## src/rtl/imu_uart_packetizer_pkg.sv

```systemverilog
// Shared definitions for the IMU UART packetizer: header default, FSM encoding, packet sizing.
package imu_pkt_pkg;

  localparam logic [7:0] HEADER_DEFAULT = 8'hAA;

  typedef enum logic [2:0] {
    IDLE      = 3'd0,
    LOAD      = 3'd1,
    SEND      = 3'd2,
    WAIT_ACK  = 3'd3,
    WAIT_DONE = 3'd4
  } state_t;

  function automatic int bpc(input int width);
    return (width + 7) / 8;
  endfunction

  // header + seq + data bytes + flags + chk
  function automatic int pkt_len(input int n_ch, input int width);
    return n_ch * bpc(width) + 4;
  endfunction

endpackage

```

## src/rtl/imu_uart_packetizer_if.sv

```systemverilog
// Sample-in / serial-out bundle of the IMU UART packetizer.
interface imu_uart_packetizer_if #(
  parameter int WIDTH = 16,
  parameter int N_CH  = 3
);
  logic                    sample_valid;
  logic [N_CH*WIDTH-1:0]   sample_data;
  logic [N_CH-1:0]         event_flags;
  logic                    tx;
  logic                    pkt_busy;
  logic                    pkt_done;
  logic [15:0]             drop_count;

  modport master (
    output sample_valid, sample_data, event_flags,
    input  tx, pkt_busy, pkt_done, drop_count
  );

  modport slave (
    input  sample_valid, sample_data, event_flags,
    output tx, pkt_busy, pkt_done, drop_count
  );
endinterface

```

## src/rtl/imu_uart_packetizer_uart_tx.sv

```systemverilog
// 8N1 UART transmitter: tx_start accepted when idle, tx_busy high until the stop bit ends.
module uart_tx #(
  parameter int CLK_FREQ_HZ = 1_843_200,
  parameter int BAUD_RATE   = 115_200
) (
  input  logic       clk,
  input  logic       rst_n,
  input  logic       tx_start,
  input  logic [7:0] tx_data,
  output logic       tx_busy,
  output logic       tx
);
  localparam int CPB = CLK_FREQ_HZ / BAUD_RATE;
  localparam int CW  = (CPB > 1) ? $clog2(CPB) : 1;

  logic [CW-1:0] clk_cnt;
  logic [3:0]    bit_cnt;
  logic [9:0]    shreg;
  logic          busy;

  always_ff @(posedge clk or negedge rst_n) begin
    if (!rst_n) begin
      clk_cnt <= '0;
      bit_cnt <= '0;
      shreg   <= '1;
      busy    <= 1'b0;
    end else if (!busy) begin
      if (tx_start) begin
        shreg   <= {1'b1, tx_data, 1'b0};
        busy    <= 1'b1;
        bit_cnt <= '0;
        clk_cnt <= '0;
      end
    end else if (clk_cnt == CW'(CPB - 1)) begin
      clk_cnt <= '0;
      shreg   <= {1'b1, shreg[9:1]};
      if (bit_cnt == 4'd9) busy <= 1'b0;
      else                 bit_cnt <= bit_cnt + 4'd1;
    end else begin
      clk_cnt <= clk_cnt + CW'(1);
    end
  end

  // Line is forced idle by reset without waiting for a clock.
  assign tx      = busy ? shreg[0] : 1'b1;
  assign tx_busy = busy;
endmodule

```

## src/rtl/imu_uart_packetizer.sv

```systemverilog
// Snapshots N_CH samples + flags and streams them as a framed, checksummed packet over uart_tx.
module imu_uart_packetizer
  import imu_pkt_pkg::*;
#(
  parameter int         WIDTH       = 16,
  parameter int         N_CH        = 3,
  parameter int         CLK_FREQ_HZ = 1_843_200,
  parameter int         BAUD_RATE   = 115_200,
  parameter logic [7:0] HEADER      = HEADER_DEFAULT
) (
  input logic                    clk,
  input logic                    rst,
  imu_uart_packetizer_if.slave   bus
);
  localparam int BPC   = bpc(WIDTH);
  localparam int L     = pkt_len(N_CH, WIDTH);
  localparam int NB    = N_CH * BPC;
  localparam int IDX_W = $clog2(L);

  state_t                state, state_nx;
  logic [IDX_W-1:0]      idx;
  logic [7:0]            chk, seq, cur_byte, flags_byte;
  logic [N_CH*WIDTH-1:0] snap_data, pend_data;
  logic [N_CH-1:0]       snap_flags, pend_flags;
  logic [NB*8-1:0]       padded;
  logic                  pending, pkt_busy, pkt_done;
  logic [15:0]           drop_count;
  logic                  tx_start, tx_busy, last_byte, byte_done, take_live;

  assign tx_start  = (state == SEND);
  assign last_byte = (idx == IDX_W'(L - 1));
  assign byte_done = (state == WAIT_DONE) && !tx_busy;
  assign take_live = (state == IDLE) && !pending && bus.sample_valid;

  always_ff @(posedge clk or posedge rst) begin
    if (rst) state <= IDLE;
    else     state <= state_nx;
  end

  always_comb begin
    state_nx = state;
    unique case (state)
      IDLE:      if (pending || bus.sample_valid) state_nx = LOAD;
      LOAD:      state_nx = SEND;
      SEND:      state_nx = WAIT_ACK;
      WAIT_ACK:  if (tx_busy) state_nx = WAIT_DONE;
      WAIT_DONE: if (!tx_busy) state_nx = !last_byte ? SEND : (pending ? LOAD : IDLE);
      default:   state_nx = IDLE;
    endcase
  end

  // Channels zero-padded to whole bytes so the byte mux is a plain slice.
  always_comb begin
    padded = '0;
    for (int k = 0; k < N_CH; k++) padded[k*BPC*8 +: WIDTH] = snap_data[k*WIDTH +: WIDTH];
    flags_byte = '0;
    flags_byte[N_CH-1:0] = snap_flags;
    cur_byte = 8'h00;
    if (idx == IDX_W'(0))          cur_byte = HEADER;
    else if (idx == IDX_W'(1))     cur_byte = seq;
    else if (idx == IDX_W'(L - 2)) cur_byte = flags_byte;
    else if (last_byte)            cur_byte = chk;
    else
      for (int b = 0; b < NB; b++)
        if (idx == IDX_W'(b + 2)) cur_byte = padded[b*8 +: 8];
  end

  always_ff @(posedge clk or posedge rst) begin
    if (rst) begin
      idx        <= '0;
      chk        <= '0;
      seq        <= '0;
      pkt_busy   <= 1'b0;
      pkt_done   <= 1'b0;
      pending    <= 1'b0;
      drop_count <= '0;
      snap_data  <= '0;
      snap_flags <= '0;
      pend_data  <= '0;
      pend_flags <= '0;
    end else begin
      pkt_done <= 1'b0;
      if (state == LOAD) begin
        idx      <= '0;
        chk      <= '0;
        pkt_busy <= 1'b1;
      end
      if (tx_start && idx != IDX_W'(0) && !last_byte) chk <= chk ^ cur_byte;
      if (byte_done) begin
        if (last_byte) begin
          pkt_done <= 1'b1;
          seq      <= seq + 8'd1;
          pkt_busy <= (state_nx == LOAD);
        end else begin
          idx <= idx + IDX_W'(1);
        end
      end
      // A strobe landing while the buffer is being consumed refills it without counting a drop.
      if (take_live) begin
        snap_data  <= bus.sample_data;
        snap_flags <= bus.event_flags;
      end else if (state == LOAD && pending) begin
        snap_data  <= pend_data;
        snap_flags <= pend_flags;
        pending    <= bus.sample_valid;
        if (bus.sample_valid) begin
          pend_data  <= bus.sample_data;
          pend_flags <= bus.event_flags;
        end
      end else if (bus.sample_valid) begin
        pend_data  <= bus.sample_data;
        pend_flags <= bus.event_flags;
        pending    <= 1'b1;
        if (pending && drop_count != 16'hFFFF) drop_count <= drop_count + 16'd1;
      end
    end
  end

  uart_tx #(
    .CLK_FREQ_HZ (CLK_FREQ_HZ),
    .BAUD_RATE   (BAUD_RATE)
  ) u_tx (
    .clk      (clk),
    .rst_n    (~rst),
    .tx_start (tx_start),
    .tx_data  (cur_byte),
    .tx_busy  (tx_busy),
    .tx       (bus.tx)
  );

  assign bus.pkt_busy   = pkt_busy;
  assign bus.pkt_done   = pkt_done;
  assign bus.drop_count = drop_count;
endmodule

```

## src/flat_wrapper.sv

```systemverilog
// flat-port wrapper written by rule: the top's interface ports become plain ports
module imu_uart_packetizer_flat import imu_pkt_pkg::*;
#(
  parameter int         WIDTH       = 16,
  parameter int         N_CH        = 3,
  parameter int         CLK_FREQ_HZ = 1_843_200,
  parameter int         BAUD_RATE   = 115_200,
  parameter logic [7:0] HEADER      = HEADER_DEFAULT
)
  (clk, rst, bus_sample_valid, bus_sample_data, bus_event_flags, bus_tx, bus_pkt_busy, bus_pkt_done, bus_drop_count);
  imu_uart_packetizer_if #(.WIDTH(WIDTH), .N_CH(N_CH)) bus_i ();
  input logic clk;
  input logic rst;
  input wire logic [$bits(bus_i.sample_valid)-1:0] bus_sample_valid;
  input wire logic [$bits(bus_i.sample_data)-1:0] bus_sample_data;
  input wire logic [$bits(bus_i.event_flags)-1:0] bus_event_flags;
  output wire logic [$bits(bus_i.tx)-1:0] bus_tx;
  output wire logic [$bits(bus_i.pkt_busy)-1:0] bus_pkt_busy;
  output wire logic [$bits(bus_i.pkt_done)-1:0] bus_pkt_done;
  output wire logic [$bits(bus_i.drop_count)-1:0] bus_drop_count;
  assign bus_i.sample_valid = bus_sample_valid;
  assign bus_i.sample_data = bus_sample_data;
  assign bus_i.event_flags = bus_event_flags;
  assign bus_tx = bus_i.tx;
  assign bus_pkt_busy = bus_i.pkt_busy;
  assign bus_pkt_done = bus_i.pkt_done;
  assign bus_drop_count = bus_i.drop_count;
  imu_uart_packetizer #(.WIDTH(WIDTH), .N_CH(N_CH), .CLK_FREQ_HZ(CLK_FREQ_HZ), .BAUD_RATE(BAUD_RATE), .HEADER(HEADER)) u_core (.clk(clk), .rst(rst), .bus(bus_i));
endmodule
```

## config.mk

```make
export PLATFORM = sky130hd
export DESIGN_NAME = imu_uart_packetizer_flat
export DESIGN_NICKNAME = d
export VERILOG_FILES = /design/src/rtl/imu_uart_packetizer_pkg.sv /design/src/rtl/imu_uart_packetizer_if.sv /design/src/rtl/imu_uart_packetizer_uart_tx.sv /design/src/rtl/imu_uart_packetizer.sv /design/src/flat_wrapper.sv
export SDC_FILE = /design/constraint.sdc
export NUM_CORES = 1
export LEC_CHECK = 0
export CAP_MARGIN = 20
export CORE_MARGIN = 4
export CORE_UTILIZATION = 50
export DETAILED_ROUTE_END_ITERATION = 8
export GPL_ROUTABILITY_DRIVEN = 0
export PLACE_DENSITY = 0.71
export SLEW_MARGIN = 5
export SYNTH_ARGS = -nofsm -noshare
export SYNTH_HDL_FRONTEND = slang
export SYNTH_SLANG_ARGS = --single-unit
```

## constraint.sdc

```tcl
create_clock -name clk -period 15 [get_ports clk]
set_input_delay 3 -clock clk [delete_from_list [all_inputs] [get_ports clk]]
set_output_delay 3 -clock clk [all_outputs]
set_load 0.02 [all_outputs]
```

Word level (Yosys, flattened, before mapping)
Index checks and enable logic that the tools add are counted.
{ "word_totals": {"input_bits": 54, "out_inout_bits": 19, "elab_cells": 113, "regBits": 163} }
{ "op_classes": {"n_addsub": 5, "n_bitwise": 3, "reduce_logical": 24, "n_eq_ne": 19, "mux": 46} }
{ "ops": {"columns": ["operator", "count"], "rows": [
  ["$mux 48", 2],
  ["$mux 8", 12],
  ["$mux 4", 9],
  ["$mux 10", 3],
  ["$mux 3", 6],
  ["$add 16x1->16 const B", 1],
  ["$eq 4x3->1 const B", 4],
  ["$eq 4x4->1 const B", 4],
  ["$ne 16x16->1 const B", 1],
  ["$pmux 3 s5", 1],
  ["$mux 1", 13],
  ["$add 4x1->4 const B", 3],
  ["$add 8x1->8 const B", 1],
  ["$eq 4x2->1 const B", 2],
  ["$reduce_and 2->1", 4],
  ["$reduce_bool 2->1", 4],
  ["$xor 8x8->8", 1],
  ["$logic_and 1x1->1", 7],
  ["$eq 3x1->1 const B", 2],
  ["$eq 3x2->1 const B", 2],
  ["$eq 4x1->1 const B", 1],
  ["$logic_not 4->1", 1],
  ["$reduce_and 4->1", 1],
  ["$reduce_bool 4->1", 1],
  ["other kinds (8)", 11]
]} }

Longest topological paths before layout
{ "depth": {"depth_word": 13, "mapped_depth": 9, "depth_no_buf": 7} }

Hierarchy
Synthesis repeated with hierarchy kept, for this count alone.
{ "hier_totals": {"hier_cells": 763, "hier_area_um2": 7963.9} }
{ "by_module_without_submodules": {"columns": ["module", "n_inst", "seq_area_each_um2", "cells_each", "area_each_um2"], "rows": [
  ["imu_uart_packetizer", 1, 3603.5, 667, 6960.4],
  ["uart_tx", 1, 461.7, 96, 1003.5]
]} }

Worst setup path after synthesis
No wires, ideal clock.
{ "synth_path": {"path_kind": "flip-flop to output port", "startpoint": "reg u_core.u_tx.busy, in the netlist u_core.u_tx.tx_busy", "endpoint": "out bus_tx", "required_ns": 12.000, "path_stages_with_launch": 4, "n_path_buf": 2, "arrival_ns": 1.042, "path_slack_ns": 10.958, "cell_sequence": "dfrtp_1 clkbuf_1 clkbuf_1 nand2b_1"} }
{ "synth_via": {"elab_chain_cells": 1} }
{ "synth_lines": {"columns": ["item", "line_no", "text"], "rows": [
  ["start, declared", "imu_uart_packetizer_uart_tx.sv:19", "logic busy;"],
  ["start signal, assigned", "imu_uart_packetizer_uart_tx.sv:26", "busy <= 1'b0;"],
  ["start signal, assigned", "imu_uart_packetizer_uart_tx.sv:30", "busy <= 1'b1;"],
  ["start signal, assigned", "imu_uart_packetizer_uart_tx.sv:37", "if (bit_cnt == 4'd9) busy <= 1'b0;"],
  ["$mux 1", "imu_uart_packetizer_uart_tx.sv:45", "assign tx = busy ? shreg[0] : 1'b1;"],
  ["end, declared", "flat_wrapper.sv:17", "output wire logic [$bits(bus_i.tx)-1:0] bus_tx;"]
]} }
No other way between the ends.

Worst setup path after layout
Same ends and word-level chain as after synthesis.

==> impl_metrics.ini <==
[outcome]
status = finished, final reports clean

[synthesis]
synth_area_per_cell_um2 = 10.2
synth_top_area_cell = dfrtp_1
synthTopCellsByCount = nand2_1 (154), dfrtp_1 (153), a22oi_1 (53)
synth-seq-cells = 162
synth_top_area_frac = 0.483
ys_warn_count = 0
syn-cell-area_um2 = 7930
synth-async-reset-ratio = 1.00
yosys.cell_types.count = 66
yosys_most_used_dff = dfrtp_1
netlist_instances = 778
synth-edff-count = 0
yosysSeqAreaShare = 0.513
synth_area_leaders = dfrtp_1 (48%), nand2_1 (7.3%), mux2_1 (6.1%), a22oi_1 (5.0%), dfstp_2 (3.0%)
syn_nets = 841
synth_most_common_cell = nand2_1

[drt]
drtIter0Drc = 539
wire_per_inst_um = 17.4
route.met3.wl_um = 730
wirelength_um = 18300
wl_met1_um = 7990
ant_nets = 0
drtPass1Iterations = 9
wl_met2_um = 9310
vias_per_cell = 5.82
drc = 0
vias = 6125
top_layer_used = met4

[clock_network]
cts_num_sinks = 162
cts_buffer_depth = 2
path_clk_slew_ns = 0.06
cts_made_buffers = 17
postCtsHoldBufs = 0
htree_levels = 4
postCtsResizedCells = 0
cts_tree = done
clock_latency_ns = 0.43
post_cts_buffers = 0
cts_root_buf = clkbuf_16

[worst_setup_path]
cpMaxStageDelayCell = dfrtp_1
worstPathCellList = nand2b_1 > clkdlybuf4s50_1
crit_type = reg2out
crit_path_end_kind = primary output
cp.required_ns = 12.00
critPathArrivalTime_ns = 1.83
r2r_start = u_core.idx[0]
critPathMaxStageDelay_ns = 0.76
cp_num_buf_inv = 1
setup.worst_path.start = u_core.u_tx.tx_busy
worstPathMaxFanout = 19
path_delay_family = flip-flops
start_kind = flop

[floorplanning]
io_pins = 73
initial_core_util = 0.516
die_w_um = 134
dieHeight_um = 134
die_area_um2 = 17900
core.rowCount = 45
core-area_um2 = 15400

[pwr]
p_switching_uw = 240
power_density_nw_per_um2 = 106
ir_drop_mv = 0.0817
p_leak_nw = 4.10
clock_power_share = 0.427
p_sw_frac = 0.243
seqPwrFrac = 0.485
comb_power_share = 0.088
internal-power_uw = 750

[grt]
antenna_found_initial = 0
grt_pass1_wl_um = 30500
grt_pass1_vias = 6119
grtUsageTotal = 0.209
grt-ovfl-total = 0
grt_max_degree = 94

[sta]
timing.final.max_slew_violations = 0
min_period_ns = 4.83
hold_slack_ns = 0.456
fmax_mhz = 207
slew_headroom = 0.346
rsz0062_at_grt = false
hold_violations = 0
tns_ns = 0
finalCritPeriodShare = 0.322
setup_violations = 0
worst_pin_slew_ns = 0.980
fin_worst_skew_ns = 0.00927

[final_layout]
diodes = 0
layout.nets = 892
final-instance-count-excl-fill = 1053
drive_gt1_frac = 0.0855
area_growth_syn_to_layout_pct = 18.1
utilization = 0.609
finalInstanceArea_um2 = 9370

[min_path]
min_path_type = reg2reg
min_from = u_core.u_tx.shreg[0]

[placement]
place_inst = 1020
placed_cell_area_um2 = 8770
port_buffers = 72
post-dp-hpwl_um = 12400

[flow_run]
drv_cap = 0
[state kept, by name (all words and copies together), names as in the netlist]
name,count
u_core.bus.pkt_done,1
u_core.pending,1
u_core.bus.drop_count,16
u_core.u_tx.tx_busy,1
u_core.chk,8
u_core.u_tx.shreg,9
u_core.snap_flags,3
u_core.pend_data,48
u_core.state,3
u_core.padded,48
u_core.u_tx.bit_cnt,4
u_core.pend_flags,3
u_core.seq,8
u_core.bus.pkt_busy,1
u_core.u_tx.clk_cnt,4
u_core.idx,4
[power by group through the flow]
stage	registers, mW	clock network (mW)	logic, mW
after floorplan	0.494	0	0.0351
after global placement	0.486	0	0.0860
after detailed placement	0.488	0	0.0888
after CTS	0.480	0.429	0.0895
after global routing	0.484	0.447	0.0958
final	0.480	0.423	0.0875
[path summary, 6_finish.rpt]
| kind | endpoint | slack [ns] | depth (start not counted) |
|---|---|---|---|
| worst max-delay path | bus_tx | 10.17 | 2 |
| worst min-delay path | u_core.u_tx.shreg[0] | 0.46 | 2 |
| worst max register to register | u_core.u_tx.shreg[2] | 12.10 | 7 |
| worst min register to register | u_core.u_tx.shreg[0] | 0.46 | 2 |
| max in group asynchronous | u_core.pend_data[17] | 10.52 | 3 |
| min in group asynchronous | u_core.state[1] | 3.13 | 2 |
[worst register-to-register path, stage by stage (launching register included)]
cell       delay, ns
dfrtp_1         0.43
inv_1           0.11
ha_1            0.70
a21oi_1         0.11
a2111oi_0       0.60
o21ai_1         0.23
a2111oi_0       0.47
a221o_1         0.19
[logic make-up after synthesis]
| group | share of synthesized area |
|---|---|
| compound gates | 0.151 |
| xor+xnor | 0.0254 |
| fa+ha+maj | 0.0142 |
| buf+inv | 0.0352 |
| flops | 0.513 |
| mux | 0.0907 |
| simple gates | 0.171 |
[cells in the final DEF, fill, tap and decap left out, types with 10 or more instances in the layout]
cell type and count:
dfrtp_1 153, mux2_2 12, a22oi_1 53, nor3_1 16
clkbuf_16 17, nor2_1 22, inv_1 14, a21oi_1 39
mux2i_1 10, nand3_1 17, nand4_1 13, nand2_1 154
clkdlybuf4s50_1 72, o21ai_0 17, mux2_1 43, xnor2_1 18
[through the flow]
stage               power [mW]  setup WS [ns]
global placement         0.572           9.79
global route              1.03          10.10
CTS                      0.999          10.13
finish                   0.991          10.17
floorplan                0.530           7.64
detailed placement       0.577           9.69
[area by class of cell]
class                   count  area, um2
clock buffers              23        478
clock inverters             9       96.3
fillers                  1235       6000
inverters                  15       61.3
multi-input cells         553       3610
flip-flops and latches    162       4070
well taps                 211        264
repair buffers             80        793
[routing by layer]
layer,global-route usage,vias to the layer above
li1,-,2900
met1,0.275,3035
met3,0.0341,26
met4,0.0720,0
met2,0.353,164
met5,0,-
(Power assumes the default switching activity.)
